[config.mk]
export PLATFORM = sky130hd
export DESIGN_NAME = seg7_scan_decoder
export DESIGN_NICKNAME = d
export VERILOG_FILES = /design/src/rtl/seg7_pkg.sv /design/src/rtl/seg7_scan_decoder_glyph_decode.sv /design/src/rtl/seg7_scan_decoder.sv
export SDC_FILE = /design/constraint.sdc
export NUM_CORES = 1
export LEC_CHECK = 0
export ABC_AREA = 1
export BUFFER_PORTS_ARGS = -buffer_cell sky130_fd_sc_hd__buf_2
export CAP_MARGIN = 40
export CORE_MARGIN = 4
export CORE_UTILIZATION = 55
export DETAILED_ROUTE_END_ITERATION = 8
export PLACE_DENSITY_LB_ADDON = 0.3
export SLEW_MARGIN = 40
export SYNTH_ARGS = -nofsm -noshare
export SYNTH_HDL_FRONTEND = slang
export SYNTH_SLANG_ARGS = --single-unit
[constraint.sdc]
create_clock -name clk -period 4.28 [get_ports clk]
set_clock_uncertainty 0.15 [all_clocks]
set_input_delay 0.428 -clock clk [delete_from_list [all_inputs] [get_ports clk]]
set_output_delay 0.428 -clock clk [all_outputs]
set_load 0.05 [all_outputs]
[src/rtl/seg7_pkg.sv]
// Shared 7-segment definitions: hex glyph set, scan-decoder FSM states, sample payload and helpers.
package seg7_pkg;

    localparam int unsigned SEG7_MAX_DIGITS = 8;
    localparam int unsigned SEG7_CNT_W      = 4;
    localparam int unsigned SEG7_IDX_W      = 3;

    // Segment a is bit 0, g is bit 6.
    localparam logic [6:0] SEG7_GLYPH_0 = 7'h3F;
    localparam logic [6:0] SEG7_GLYPH_1 = 7'h06;
    localparam logic [6:0] SEG7_GLYPH_2 = 7'h5B;
    localparam logic [6:0] SEG7_GLYPH_3 = 7'h4F;
    localparam logic [6:0] SEG7_GLYPH_4 = 7'h66;
    localparam logic [6:0] SEG7_GLYPH_5 = 7'h6D;
    localparam logic [6:0] SEG7_GLYPH_6 = 7'h7D;
    localparam logic [6:0] SEG7_GLYPH_7 = 7'h07;
    localparam logic [6:0] SEG7_GLYPH_8 = 7'h7F;
    localparam logic [6:0] SEG7_GLYPH_9 = 7'h67;
    localparam logic [6:0] SEG7_GLYPH_A = 7'h77;
    localparam logic [6:0] SEG7_GLYPH_B = 7'h7C;
    localparam logic [6:0] SEG7_GLYPH_C = 7'h39;
    localparam logic [6:0] SEG7_GLYPH_D = 7'h5E;
    localparam logic [6:0] SEG7_GLYPH_E = 7'h79;
    localparam logic [6:0] SEG7_GLYPH_F = 7'h71;
    localparam logic [6:0] SEG7_BLANK   = 7'h00;

    typedef enum logic [1:0] {
        ST_IDLE  = 2'd0,
        ST_TRACK = 2'd1,
        ST_HOLD  = 2'd2
    } seg7_state_t;

    // One registered bus sample; digit select zero-extended to the widest supported bus.
    typedef struct packed {
        logic [SEG7_MAX_DIGITS-1:0] dig;
        logic [7:0]                 seg;
    } seg7_sample_t;

    function automatic logic seg7_is_onehot(input logic [SEG7_MAX_DIGITS-1:0] v);
        return (v != '0) && ((v & (v - SEG7_MAX_DIGITS'(1))) == '0);
    endfunction

    // OR of set-bit positions; exact for one-hot inputs.
    function automatic logic [SEG7_IDX_W-1:0] seg7_onehot_idx(input logic [SEG7_MAX_DIGITS-1:0] v);
        logic [SEG7_IDX_W-1:0] idx;
        idx = '0;
        for (int unsigned i = 0; i < SEG7_MAX_DIGITS; i++) begin
            if (v[i]) begin
                idx = idx | SEG7_IDX_W'(i);
            end
        end
        return idx;
    endfunction

endpackage

[src/rtl/seg7_scan_decoder_glyph_decode.sv]
// seg7_glyph_decode: combinational 7-bit segment pattern to {is_hex, is_blank, nibble}.
module seg7_glyph_decode
    import seg7_pkg::*;
(
    input  logic [6:0] pattern,
    output logic       is_hex_c,
    output logic       is_blank_c,
    output logic [3:0] nibble_c
);

    always_comb begin
        is_hex_c   = 1'b1;
        is_blank_c = (pattern == SEG7_BLANK);
        nibble_c   = 4'h0;
        case (pattern)
            SEG7_GLYPH_0: nibble_c = 4'h0;
            SEG7_GLYPH_1: nibble_c = 4'h1;
            SEG7_GLYPH_2: nibble_c = 4'h2;
            SEG7_GLYPH_3: nibble_c = 4'h3;
            SEG7_GLYPH_4: nibble_c = 4'h4;
            SEG7_GLYPH_5: nibble_c = 4'h5;
            SEG7_GLYPH_6: nibble_c = 4'h6;
            SEG7_GLYPH_7: nibble_c = 4'h7;
            SEG7_GLYPH_8: nibble_c = 4'h8;
            SEG7_GLYPH_9: nibble_c = 4'h9;
            SEG7_GLYPH_A: nibble_c = 4'hA;
            SEG7_GLYPH_B: nibble_c = 4'hB;
            SEG7_GLYPH_C: nibble_c = 4'hC;
            SEG7_GLYPH_D: nibble_c = 4'hD;
            SEG7_GLYPH_E: nibble_c = 4'hE;
            SEG7_GLYPH_F: nibble_c = 4'hF;
            default:      is_hex_c = 1'b0;
        endcase
    end

endmodule

[src/rtl/seg7_scan_decoder.sv]
// seg7_scan_decoder: debounces a scanned 7-segment bus and recovers each digit's hex nibble.
// Optional feature macro SEG7_DP_EN: capture the decimal point per digit and include it in the stability compare.
module seg7_scan_decoder
    import seg7_pkg::*;
#(
    parameter int unsigned NUM_DIGITS    = 4,
    parameter int unsigned STABLE_CYCLES = 4
) (
    input  logic                      clk,
    input  logic                      rst_n,
    input  logic                      ena,
    input  logic [7:0]                seg_in,
    input  logic [NUM_DIGITS-1:0]     dig_sel,
    output logic [4*NUM_DIGITS-1:0]   value_o,
    output logic [NUM_DIGITS-1:0]     blank_o,
    output logic [NUM_DIGITS-1:0]     dp_o,
    output logic                      valid_o,
    output logic [SEG7_IDX_W-1:0]     digit_idx_o,
    output logic                      err_o,
    output logic [7:0]                err_cnt_o,
    output logic                      frame_o
);

    localparam logic [SEG7_CNT_W-1:0] CNT_ONE    = SEG7_CNT_W'(1);
    localparam logic [SEG7_CNT_W-1:0] CNT_TARGET = SEG7_CNT_W'(STABLE_CYCLES);
    localparam logic [NUM_DIGITS-1:0] ALL_DIGITS = '1;

    seg7_sample_t          s_d;
    seg7_sample_t          s_q;
    seg7_sample_t          s_prev_q;
    seg7_state_t           state_q;
    seg7_state_t           state_d;
    logic [SEG7_CNT_W-1:0] cnt_q;
    logic [SEG7_CNT_W-1:0] cnt_d;
    logic                  accept;
    logic                  sample_ok;
    logic                  changed;
    logic                  is_hex;
    logic                  is_blank;
    logic [3:0]            nibble;
    logic                  good_glyph;
    logic [NUM_DIGITS-1:0] dig_hit;
    logic [NUM_DIGITS-1:0] acc_bits;
    logic [NUM_DIGITS-1:0] frame_mask_q;
    logic [SEG7_IDX_W-1:0] dig_idx;

    // Input sample; without the DP feature bit7 is dropped so it cannot disturb the debounce.
    always_comb begin
        s_d         = '0;
        s_d.dig     = SEG7_MAX_DIGITS'(dig_sel);
`ifdef SEG7_DP_EN
        s_d.seg     = seg_in;
`else
        s_d.seg     = {1'b0, seg_in[6:0]};
`endif
    end

    seg7_glyph_decode u_glyph (
        .pattern    (s_q.seg[6:0]),
        .is_hex_c   (is_hex),
        .is_blank_c (is_blank),
        .nibble_c   (nibble)
    );

    assign dig_hit    = s_q.dig[NUM_DIGITS-1:0];
    assign dig_idx    = seg7_onehot_idx(s_q.dig);
    assign good_glyph = is_hex || is_blank;
    assign acc_bits   = (accept && good_glyph) ? dig_hit : '0;

    // State, debounce counter and sample history.
    always_ff @(posedge clk) begin
        if (!rst_n) begin
            state_q  <= ST_IDLE;
            cnt_q    <= '0;
            s_q      <= '0;
            s_prev_q <= '0;
        end else begin
            state_q  <= state_d;
            cnt_q    <= cnt_d;
            s_q      <= s_d;
            s_prev_q <= s_q;
        end
    end

    // Next state: a sample must be one-hot and enabled to be tracked; any change restarts the count.
    always_comb begin
        state_d   = state_q;
        cnt_d     = cnt_q;
        accept    = 1'b0;
        sample_ok = seg7_is_onehot(s_q.dig) && ena;
        changed   = (s_q != s_prev_q);
        case (state_q)
            ST_IDLE: begin
                cnt_d = '0;
                if (sample_ok) begin
                    state_d = ST_TRACK;
                    cnt_d   = CNT_ONE;
                end
            end
            ST_TRACK: begin
                if (!sample_ok) begin
                    state_d = ST_IDLE;
                    cnt_d   = '0;
                end else if (changed) begin
                    cnt_d = CNT_ONE;
                end else if (cnt_q + CNT_ONE == CNT_TARGET) begin
                    accept  = 1'b1;
                    state_d = ST_HOLD;
                    cnt_d   = '0;
                end else begin
                    cnt_d = cnt_q + CNT_ONE;
                end
            end
            ST_HOLD: begin
                if (!sample_ok) begin
                    state_d = ST_IDLE;
                    cnt_d   = '0;
                end else if (changed) begin
                    state_d = ST_TRACK;
                    cnt_d   = CNT_ONE;
                end
            end
            default: begin
                state_d = ST_IDLE;
                cnt_d   = '0;
            end
        endcase
    end

    // Digit bank, strobes, error counter and frame mask.
    always_ff @(posedge clk) begin
        if (!rst_n) begin
            value_o      <= '0;
            blank_o      <= '0;
            valid_o      <= 1'b0;
            digit_idx_o  <= '0;
            err_o        <= 1'b0;
            err_cnt_o    <= '0;
            frame_o      <= 1'b0;
            frame_mask_q <= '0;
        end else begin
            valid_o <= 1'b0;
            err_o   <= 1'b0;
            if (accept) begin
                digit_idx_o <= dig_idx;
                if (good_glyph) begin
                    valid_o <= 1'b1;
                end else begin
                    err_o <= 1'b1;
                    if (err_cnt_o != 8'hFF) begin
                        err_cnt_o <= err_cnt_o + 8'd1;
                    end
                end
                for (int unsigned k = 0; k < NUM_DIGITS; k++) begin
                    if (dig_hit[k]) begin
                        if (is_hex) begin
                            value_o[4*k +: 4] <= nibble;
                            blank_o[k]        <= 1'b0;
                        end else if (is_blank) begin
                            blank_o[k] <= 1'b1;
                        end
                    end
                end
            end
            // A completed frame restarts the mask, keeping any digit accepted on this same edge.
            if (frame_mask_q == ALL_DIGITS) begin
                frame_o      <= 1'b1;
                frame_mask_q <= acc_bits;
            end else begin
                frame_o      <= 1'b0;
                frame_mask_q <= frame_mask_q | acc_bits;
            end
        end
    end

`ifdef SEG7_DP_EN
    always_ff @(posedge clk) begin
        if (!rst_n) begin
            dp_o <= '0;
        end else begin
            for (int unsigned k = 0; k < NUM_DIGITS; k++) begin
                if (acc_bits[k]) begin
                    dp_o[k] <= s_q.seg[7];
                end
            end
        end
    end
`else
    logic unused_dp;
    assign unused_dp = seg_in[7];
    assign dp_o      = '0;
`endif

endmodule

[After elaboration in Yosys (flattened, before gate mapping)]
Cells that the tools add are included.
Storage, ports and cells
  logic and storage cells: 109
  register bits after elaboration: 76
Operators by class
  mux-type cells: 34
  eq/ne operators: 26
  bitwise logic cells: 3
  add/sub/neg operators: 3
  reductions and logical operators: 21
Operators with widths (count)
  7-bit equality test, second input constant: 12
  4-bit case mux with 15 select lines: 1
  4-bit two-way mux: 7
  3-bit AND reduction: 9
  2-bit two-way mux: 8
  16-bit != test: 1
  16-bit OR reduction: 1
  7-bit by 3-bit equality test with 1-bit output, second input constant: 2
  7-bit by 6-bit equality test with 1-bit output, second input constant: 2
  1-bit two-way mux: 12
  3-bit two-way mux: 4
  4-bit case mux with 3 select lines: 1
  3-bit != test, second input constant: 3
  8-bit by 1-bit adder with 8-bit output, second input constant: 1
  8-bit bitwise AND: 1
  8-bit logical NOT: 1
  8-bit != test, second input constant: 1
  8-bit nonzero test: 1
  8-bit by 1-bit subtractor with 8-bit output, second input constant: 1
  7-bit logical NOT: 1
  2-bit case mux with 3 select lines: 1
  4-bit by 1-bit adder with 4-bit output, second input constant: 1
  4-bit by 3-bit equality test with 1-bit output, second input constant: 1
  4-bit equality test, second input constant: 1
  11 further kinds: 13

[Depth between registers and ports, before layout]
Gate-level depths: netlist of the first run.
  depth after elaboration: 11
  depth in mapped cells: 16

[Hierarchy]
A second synthesis of the first run with hierarchy kept.
Unflattened totals
  cells, all modules: 497
  area, all modules: 3339.5 µm²
Modules (own cells, without submodules)
  seg7_scan_decoder: instances 1, area an instance 2950.3 µm², seq. area each 1301.2 µm², cells each 408
  seg7_glyph_decode: instances 1, area an instance 389.1 µm², seq. area each 0.0 µm², cells each 89

[Worst setup path after synthesis of the first run]
OpenSTA, ideal clock, no wires.
  path type: register to register
  from: register err_cnt_o[0]
  to: register err_cnt_o[2]
  cell stages (with the launch flop): 8
  data required time: 4059 ps
  arrival: 1916 ps
  setup slack: 2143 ps
  path through: dfxtp_1 ha_1 nand3_1 or4_1 buf_1 nand3_2 nand2_1 a21oi_1
Between the ends
  cells in the longest elaborated chain, start to end: 2
  elaborated cells on any way between the ends: 3
  those cells by class: add/sub: 1; eq/ne: 1; reduce/logical: 1
Ends and longest elaborated chain
  start: declaration: line seg7_scan_decoder.sv:20  | output logic [7:0] err_cnt_o,
  start signal: assignment: line seg7_scan_decoder.sv:151  | err_cnt_o <= err_cnt_o + 8'd1;
  branches (longest 2 deep; another with 8-bit by 1-bit adder with 8-bit output)
Several ways; the timed one is not identified.
A chain may end at the register's enable or synchronous reset.

[Worst setup path in the final report of the first run]
  from: register cnt_q[0]
  to: register err_cnt_o[4]
Between the ends
  cells in the longest elaborated chain, start to end: 7
Ends and longest elaborated chain
  start: declaration: line seg7_scan_decoder.sv:33  | logic [SEG7_CNT_W-1:0] cnt_q;
  start signal: assignment: line seg7_scan_decoder.sv:79  | cnt_q <= cnt_d;
  4-bit by 1-bit adder with 4-bit output: line seg7_scan_decoder.sv:106  | end else if (cnt_q + CNT_ONE == CNT_TARGET) begin
  4-bit by 3-bit equality test with 1-bit output: line seg7_scan_decoder.sv:106
  1-bit two-way mux: line seg7_scan_decoder.sv:106
  1-bit two-way mux: line seg7_scan_decoder.sv:104  | end else if (changed) begin
  1-bit two-way mux: line seg7_scan_decoder.sv:101  | if (!sample_ok) begin
  1-bit two-way mux: line seg7_scan_decoder.sv:92  | case (state_q)
  3-bit AND reduction (no line)
Every way passes these cells.

==> results of run 1 <==
layout make-up:
class,instances,area share
repair buffers,46,0.0640
flip-flops and latches,65,0.358
multi-input cells,292,0.425
well taps,72,0.0248
clock buffers,14,0.0448
inverters,79,0.0830
cell usage after synthesis (3+ instances only):
cell type / number / area, um^2
xor2_1: 4 / 35.0
buf_1: 3 / 11.3
nand3_4: 4 / 70.1
xnor2_1: 8 / 70.1
nor2_1: 34 / 128
nand2_2: 5 / 31.3
inv_1: 69 / 259
o21ai_0: 4 / 20.0
nand2_1: 128 / 480
nor2_4: 4 / 45.0
a21oi_1: 32 / 160
nor3_1: 8 / 40.0
nor2_2: 6 / 37.5
ha_1: 3 / 37.5
nand3_1: 11 / 55.1
nand4_1: 11 / 68.8
buf_4: 8 / 60.1
nand3_2: 3 / 30.0
dfxtp_1: 65 / 1300
inv_2: 7 / 26.3
worst max-delay path, stage by stage (launching register included):
cell and delay (ns):
dfxtp_1 0.37, ha_1 0.23, xnor2_1 0.13, nor2_1 0.30
nand4_1 0.14, nor2_1 0.37, nand3_2 0.19, nand2_1 0.10
a21oi_1 0.06
per-stage QoR:
stage	hold slack (ns)	std cells
3_3_place_gp	0.287	554
6_report	0.118	568
4_1_cts	0.101	568
3_5_place_dp	0.290	554
5_1_grt	0.113	568
2_1_floorplan	0.295	453
sequential cells by signal, indices dropped and copies added (netlist names):
name	count
state_q	2
value_o	16
err_o	1
valid_o	1
frame_mask_q	4
s_prev_q	11
digit_idx_o	2
frame_o	1
blank_o	4
err_cnt_o	8
s_q	7
dig_hit	4
cnt_q	4
routing by layer:
metal  vias up  share of wire
met1      1203           0.45
met5         -              0
met3        12          0.047
li1       1454              -
met4         0          0.022
met2        54           0.48
path summary, 6_finish.rpt:
path	slack, ns	endpoint	startpoint	depth (start not counted)
worst max-delay path	2.11	err_cnt_o[4]	cnt_q[0]	8
worst min register to register	0.30	blank_o[1]	blank_o[1]	2
worst min-delay path	0.12	s_q[4]	seg_in[4]	3
worst max register to register	2.11	err_cnt_o[4]	cnt_q[0]	8
power by group:
group	total [mW]	switching (mW)	internal, mW
Sequential	0.632	0.0161	0.616
Clock	0.452	0.216	0.236
Combinational	0.0820	0.0553	0.0267
Total	1.17	0.287	0.879
cell families (layout without fill, tap and decap cells):
family	Yosys count	after routing
buffers and inverters	96	139
other	1	5
DFF	65	65
adders and majority gates	3	3
and+or+nand+nor	230	230
AOI/OAI and AO/OA	42	42
xor gates and xnor gates	12	12
==> impl_metrics.py, run 1 <==
metrics = {
    "route": {
        "drt_wl_total_um": 6180,
        "drcViolationCount": 0,
        "viasPerCell": 4.79,
        "drtIter0Drc": 111,
        "drt_pass1_iterations": 4,
        "via_count": 2723,
        "post_drt_wl_per_cell_um": 10.9,
        "ant_nets": 0,
    },
    "yosys": {
        "synth_async_sr_flop_share": 0,
        "muxShareOfSynthArea": 0,
        "syn_area_mm2": 0.00325,
        "synth_fa_ha_area_frac": 0.0115,
        "synth_xor_area_frac": 0.0323,
        "synth_cells": 449,
        "yosysWarnings": 0,
        "ys_types": 45,
        "synth_compound_area_frac": 0.0684,
        "synth_top_family_by_area": "simple AND/OR/NAND/NOR gates",
        "ys_ff_latch": 65,
        "synth_simple_gate_area_frac": 0.357,
        "synth_edf_count": 0,
        "synth_seq_area_share": 0.400,
        "synth_ff_type": "dfxtp_1",
        "syn_area_per_cell_um2": 7.25,
    },
    "power_and_ir_drop": {
        "power_leakage_nw": 1.90,
        "peakVddDrop_mv": 0.192,
        "pwr_density_cell_mw_per_mm2": 321,
        "power_mw": 1.17,
    },
    "cts": {
        "postCtsHoldBufs": 0,
        "cts_buffers": 9,
        "cts_tree": "built",
        "cts_buffer_depth": 2,
        "postCtsSetupRepairBufs": 0,
        "cts_resized": 0,
        "cts_sinks": 65,
        "cts_max_level": 3,
        "cts_root_buffer": "clkbuf_8",
        "clk_pin_slew_ns": 0.06,
        "worstSkewPairLatency_ns": 0.34,
    },
    "final_layout": {
        "drive_above_1_share": 0.194,
        "fin_nets": 511,
        "final_area_mm2": 0.00363,
        "area_delta_synth_final_pct": 11.6,
        "multi_input_area_mm2": 0.00155,
        "seq_area_mm2": 0.00130,
        "final_util": 0.648,
        "mostFrequentLayoutCells": "128 x nand2_1, 69 x inv_1, 65 x dfxtp_1, 45 x buf_2, 34 x nor2_1",
        "nFillCells": 518,
        "antenna_cells": 0,
        "layout_commonest_cell": "nand2_1",
    },
    "setup_path": {
        "start_kind": "register",
        "cp-end-kind": "register",
        "worst-setup-path-type": "register to register",
        "required_ns": 4.34,
        "arrival_ns": 2.23,
        "worst-path-max-fanout": 6,
    },
    "placed_design": {
        "place_hpwl_um": 4580,
        "gp_congestion": 0.916,
        "place_area_mm2": 0.00347,
        "portBuffers": 46,
        "place_ws_ns": 1.83,
    },
    "die": {
        "boundaryPins": 53,
        "dieHeight_um": 84.9,
        "rows": 27,
        "start_util": 0.580,
        "die-width_um": 84.9,
        "fp.dieArea_mm2": 0.00721,
        "core_area_mm2": 0.00561,
    },
    "flow_run": {
        "max_cap_violations": 0,
    },
    "global_route": {
        "grtUsageMet2": 0.327,
        "busiest_layer": "met2",
        "grt_pass1_wl_um": 11200,
        "antenna_found_initial": 0,
        "grt_util_met3": 0.0524,
        "grt_max_degree": 50,
        "use_met1": 0.227,
        "grtUsageTotal": 0.191,
        "grt_overflow": 0,
        "grt_pass1_vias": 2580,
    },
    "sta": {
        "fin_crit_sh": 0.506,
        "final.setup.tns_ns": 0,
        "clock.fmax_mhz": 462,
        "setup_violations": 0,
        "hold_viol": 0,
        "slew_headroom": 0.499,
        "period_minus_slack_ns": 2.17,
        "grt_setup_unrepaired": "no",
        "tightest_slew_ns": 0.745,
        "drv_slew": 0,
        "finalWorstSetupSlack_ns": 2.11,
    },
    "min_path": {
        "hold_path_class": "input pin to register",
    },
    "status": {
        "outcome": "finished clean",
    },
}
Note: power is estimated with default switching activity, not from simulation.
==> run 2: changes to the inputs <==
clock period = 2.2 ns   (was 4.28 ns; I/O delays follow)
==> run 2 against run 1 <==
Effect of this change: final cell count grew 3.0%; non-clock buffer count rose by 15; combinational power up 120%; maximum frequency up 6.6%; wire length up 5.0%; worst hold slack improved by 0.11 ns; critical path type unchanged; sequential share of layout area down 1.4 points; die area is the same.
==> impl_metrics.py, run 2 (synthesized netlist as in run 1, its figures left out) <==
metrics = {
    "status": {
        "outcome": "finished clean",
    },
    "placed_design": {
        "gp_congestion": 0.933,
        "place_ws_ns": 0.116,
        "place_hpwl_um": 4730,
        "portBuffers": 46,
    },
    "route": {
        "drtIter0Drc": 121,
        "drt_wl_total_um": 6490,
        "via_count": 2806,
        "ant_nets": 0,
        "viasPerCell": 4.80,
        "drcViolationCount": 0,
        "drt_pass1_iterations": 4,
        "post_drt_wl_per_cell_um": 11.1,
    },
    "sta": {
        "clock.fmax_mhz": 492,
        "period_minus_slack_ns": 2.03,
        "hold_viol": 0,
        "grt_setup_unrepaired": "no",
        "finalWorstSetupSlack_ns": 0.167,
        "drv_slew": 0,
        "fin_crit_sh": 0.924,
        "final.setup.tns_ns": 0,
        "setup_violations": 0,
    },
    "die": {
        "dieHeight_um": 84.9,
        "start_util": 0.580,
        "fp.dieArea_mm2": 0.00721,
        "boundaryPins": 53,
        "die-width_um": 84.9,
        "core_area_mm2": 0.00561,
        "rows": 27,
    },
    "cts": {
        "cts_root_buffer": "clkbuf_8",
        "clk_pin_slew_ns": 0.07,
        "cts_sinks": 65,
        "worstSkewPairLatency_ns": 0.34,
        "cts_buffers": 9,
        "cts_max_level": 3,
        "postCtsSetupRepairBufs": 0,
        "cts_buffer_depth": 2,
        "cts_tree": "built",
    },
    "setup_path": {
        "worst-path-max-fanout": 6,
        "required_ns": 2.27,
        "cp-end-kind": "register",
        "reg2reg_slack_ns": 0.17,
        "reg2reg_to": "err_cnt_o[0]",
        "regToRegStartpoint": "cnt_q[0]",
        "start_kind": "register",
        "ff2ff_path_depth": 10,
        "worst-setup-path-type": "register to register",
        "arrival_ns": 2.11,
    },
    "final_layout": {
        "layout_commonest_cell": "nand2_1",
        "area_delta_synth_final_pct": 16.4,
        "largest_register_ff_count": 16,
        "fin_nets": 526,
        "mostFrequentLayoutCells": "128 x nand2_1, 69 x inv_1, 63 x dfxtp_1, 46 x buf_2, 33 x nor2_1",
        "drive_above_1_share": 0.207,
        "antenna_cells": 0,
        "top_regs": "value_o x16, s_prev_q x11, err_cnt_o x8",
        "nFillCells": 486,
        "regMostFlops": "value_o",
    },
    "global_route": {
        "grt_pass1_wl_um": 11300,
        "grtUsageTotal": 0.190,
        "busiest_layer": "met2",
        "grtUsageMet2": 0.334,
        "grt_pass1_vias": 2650,
        "grt_max_degree": 49,
        "grt_util_met3": 0.0524,
        "use_met1": 0.223,
        "grt_overflow": 0,
        "antenna_found_initial": 0,
    },
    "min_path": {
        "min_from": "rst_n",
        "hold_path_class": "input pin to register",
        "min_path_cells": 3,
        "hold_path_end": "err_cnt_o[5]",
    },
    "power_and_ir_drop": {
        "pwr_density_cell_mw_per_mm2": 608,
        "p_seq_frac": 0.534,
        "p_switching_mw": 0.574,
        "internal-power_mw": 1.73,
        "peakVddDrop_mv": 0.402,
        "power_leakage_nw": 1.97,
        "p_clk_frac": 0.389,
        "swShare": 0.249,
        "p_comb_frac": 0.077,
    },
    "flow_run": {
        "max_cap_violations": 0,
    },
}
## run 2: cell types whose count changed in the layout (fill, tap and decap cells not counted), sizes merged
cell	previous run	this run
clkbuf	14	13
clkinv	2	5
buf	46	50
dlygate4sd3	0	11
## run 2: how the worst max path moves through the flow
stage | startpoint | to | slack (ns)
6_report | cnt_q[0] | err_cnt_o[0] | 0.17
5_1_grt | s_q[4] | cnt_q[0] | 0.001
4_1_cts | cnt_q[0] | err_cnt_o[0] | 0.1
3_5_place_dp | cnt_q[0] | err_cnt_o[0] | 0.12
3_3_place_gp | s_q[2] | err_cnt_o[2] | 0.21
2_1_floorplan | err_cnt_o[0] | err_cnt_o[2] | 0.06
## run 2: per-stage QoR
step                power, mW  std cells  area, um^2  hold WS (ns)  utilization
CTS                      2.34        585        3780         0.210        0.674
global placement         1.41        558        3500         0.250        0.624
global route             2.39        585        3790         0.257        0.675
floorplan                1.40        453        3270         0.168            -
detailed placement       1.42        558        3500         0.255        0.624
finish                   2.30        585        3790         0.225        0.675
## run 2: layer usage
| metal | vias to the layer above | share of wire | wire (um) |
|---|---|---|---|
| met1 | 1250 | 0.44 | 2870 |
| met3 | 6 | 0.051 | 330 |
| met4 | 0 | 0.011 | 72 |
| li1 | 1488 | - | - |
| met2 | 62 | 0.50 | 3220 |
| met5 | - | 0 | 0 |
## run 2: layout make-up
cell class | count | area [um^2] | share of cell area
Multi-Input combinational cell | 292 | 1550 | 0.409
Tap cell | 72 | 90.1 | 0.0238
Timing Repair Buffer | 61 | 370 | 0.0978
Sequential cell | 65 | 1300 | 0.344
Inverter | 79 | 302 | 0.0796
Clock inverter | 3 | 15.0 | 0.00396
Clock buffer | 13 | 159 | 0.0420
## run 2: power by group through the flow
stage | Sequential, mW | Combinational (mW) | Clock (mW)
after global placement | 1.26 | 0.159 | 0
final | 1.23 | 0.178 | 0.897
after detailed placement | 1.26 | 0.163 | 0
after floorplan | 1.24 | 0.157 | 0
after global routing | 1.23 | 0.200 | 0.962
after CTS | 1.23 | 0.178 | 0.931
## run 2: timing repair
action                     in CTS  in global routing
hold buffers                   11                  0
hold endpoints to repair       11                  0
gates resized for setup         0                  3
setup endpoints to repair       0                 10
## run 2: worst max-delay path: stages, from the launching register on
cell	delay, ns
dfxtp_1	0.37
ha_1	0.24
xnor2_1	0.16
nor2_2	0.25
nand4_4	0.20
nor2_1	0.22
nand2_2	0.09
clkinv_1	0.06
nand2_1	0.05
nand2_1	0.08
nor2_2	0.04
==> run 3: changes to the inputs <==
CORE_UTILIZATION = 50   (was 55)
==> run 3 against run 2 <==
Effect of this change: sequential cell count unchanged; maximum frequency down 0.28%; first-iteration DRC count down 16%; wire length down 1.2%; largest cell class unchanged; power up 11%; worst hold slack worse by 0.090 ns; sequential power about the same; critical endpoint is now value_o[5]; core utilization down 6.7 points.
==> impl_metrics.py, run 3 (synthesized netlist as in run 1, its figures left out) <==
metrics = {
    "setup_path": {
        "cp-end-kind": "register",
        "regToRegStartpoint": "dig_hit[2]",
        "crit_path_end": "value_o[5]",
        "startpoint": "dig_hit[2]",
        "worst-path-max-fanout": 8,
        "start_kind": "register",
        "reg2reg_to": "value_o[5]",
        "required_ns": 2.26,
        "arrival_ns": 2.10,
        "reg2reg_slack_ns": 0.16,
        "worst-setup-path-type": "register to register",
        "ff2ff_path_depth": 9,
    },
    "final_layout": {
        "top_regs": "value_o x16, s_prev_q x11, err_cnt_o x8",
        "area_delta_synth_final_pct": 18.8,
        "drive_above_1_share": 0.211,
        "fin_nets": 527,
        "layout_commonest_cell": "nand2_1",
        "largest_register_ff_count": 16,
        "mostFrequentLayoutCells": "128 x nand2_1, 69 x inv_1, 63 x dfxtp_1, 46 x buf_2, 33 x nor2_1",
        "final_area_mm2": 0.00387,
        "antenna_cells": 0,
        "regMostFlops": "value_o",
    },
    "placed_design": {
        "place_hpwl_um": 4720,
        "place_area_mm2": 0.00351,
        "portBuffers": 46,
        "gp_congestion": 0.895,
        "place_ws_ns": 0.176,
    },
    "route": {
        "viasPerCell": 4.77,
        "drt_pass1_iterations": 5,
        "drt_wl_total_um": 6420,
        "ant_nets": 0,
        "post_drt_wl_per_cell_um": 10.9,
        "drcViolationCount": 0,
        "via_count": 2813,
        "drtIter0Drc": 102,
    },
    "power_and_ir_drop": {
        "p_clk_frac": 0.450,
        "internal-power_mw": 1.99,
        "p_seq_frac": 0.479,
        "power_leakage_nw": 2.01,
        "p_switching_mw": 0.577,
        "p_comb_frac": 0.070,
        "peakVddDrop_mv": 0.563,
        "pwr_density_cell_mw_per_mm2": 664,
        "swShare": 0.225,
    },
    "die": {
        "start_util": 0.513,
        "dieHeight_um": 88.7,
        "boundaryPins": 53,
        "die-width_um": 88.7,
        "fp.dieArea_mm2": 0.00786,
        "core_area_mm2": 0.00635,
        "rows": 29,
    },
    "cts": {
        "postCtsSetupRepairBufs": 0,
        "worstSkewPairLatency_ns": 0.34,
        "cts_max_level": 3,
        "cts_tree": "built",
        "cts_sinks": 65,
        "clk_pin_slew_ns": 0.07,
        "cts_buffers": 9,
        "cts_root_buffer": "clkbuf_8",
        "cts_buffer_depth": 2,
    },
    "global_route": {
        "grt_overflow": 0,
        "antenna_found_initial": 0,
        "grt_pass1_vias": 2589,
        "grt_max_degree": 31,
        "grtUsageTotal": 0.178,
        "grt_pass1_wl_um": 11100,
    },
    "sta": {
        "drv_slew": 0,
        "final.setup.tns_ns": 0,
        "fin_crit_sh": 0.927,
        "period_minus_slack_ns": 2.04,
        "setup_violations": 0,
        "clock.fmax_mhz": 491,
        "finalWorstSetupSlack_ns": 0.161,
        "worst_hold_slack_ns": 0.135,
        "hold_viol": 0,
        "grt_setup_unrepaired": "no",
    },
    "flow_run": {
        "max_cap_violations": 0,
    },
    "min_path": {
        "hold_path_class": "input pin to register",
    },
    "status": {
        "outcome": "finished clean",
    },
}
-- run 3: cell count changes in the layout (fill, tap and decap cells not counted), sizes merged --
| cell | change |
|---|---|
| clkinv | -3 |
| bufinv | +2 |
| buf | +1 |
-- run 3: power groups by stage --
stage / clock [mW] / combinational [mW] / sequential (mW)
finish: 1.16 / 0.181 / 1.23
CTS: 1.17 / 0.181 / 1.23
detailed placement: 0 / 0.164 / 1.26
global placement: 0 / 0.161 / 1.26
global route: 1.23 / 0.202 / 1.23
floorplan: 0 / 0.157 / 1.24
-- run 3: worst min-delay path by stage --
stage,start,to,slack [ns],cells past startpoint
final,rst_n,value_o[11],0.14,3
after global routing,rst_n,value_o[8],0.15,3
after CTS,rst_n,value_o[11],0.13,3
after detailed placement,seg_in[6],s_q[6],0.25,3
after global placement,seg_in[6],s_q[6],0.25,3
after floorplan,dig_sel[0],dig_hit[0],0.17,2
-- run 3: per-stage QoR --
stage          instances   util  power, mW
6_report             590  0.609       2.57
4_1_cts              590  0.607       2.58
3_3_place_gp         564  0.553       1.42
2_1_floorplan        453      -       1.40
5_1_grt              590  0.609       2.67
3_5_place_dp         564  0.553       1.42
-- run 3: worst max-delay path, cell delays in order (launching register included) --
cell and delay, ns:
dfxtp_1 0.57, nor2_4 0.08, nand2_1 0.09, nand2_2 0.09
nor3_4 0.21, nand4_4 0.21, inv_6 0.17, nand3_4 0.12
inv_1 0.13, a21oi_1 0.07
-- run 3: what timing repair did --
item,CTS,global route
endpoints found under the setup margin,0,10
hold buffers,11,0
endpoints found under the hold margin,11,0
resized for setup,0,5
-- run 3: area by class of cell --
class,instances,area [um^2]
Clock buffer,13,169
Inverter,79,302
Clock inverter,2,60.1
Fill cell,567,2480
Timing Repair Buffer,62,378
Multi-Input combinational cell,292,1560
Sequential cell,65,1300
Tap cell,77,96.3
-- run 3: metal layers --
| layer | share of wire | vias up | track usage |
|---|---|---|---|
| met2 | 0.50 | 55 | 0.306 |
| met5 | 0 | - | 0 |
| met4 | 0.0053 | 0 | 0.0604 |
| met1 | 0.45 | 1260 | 0.211 |
| met3 | 0.048 | 5 | 0.0531 |
| li1 | - | 1493 | - |
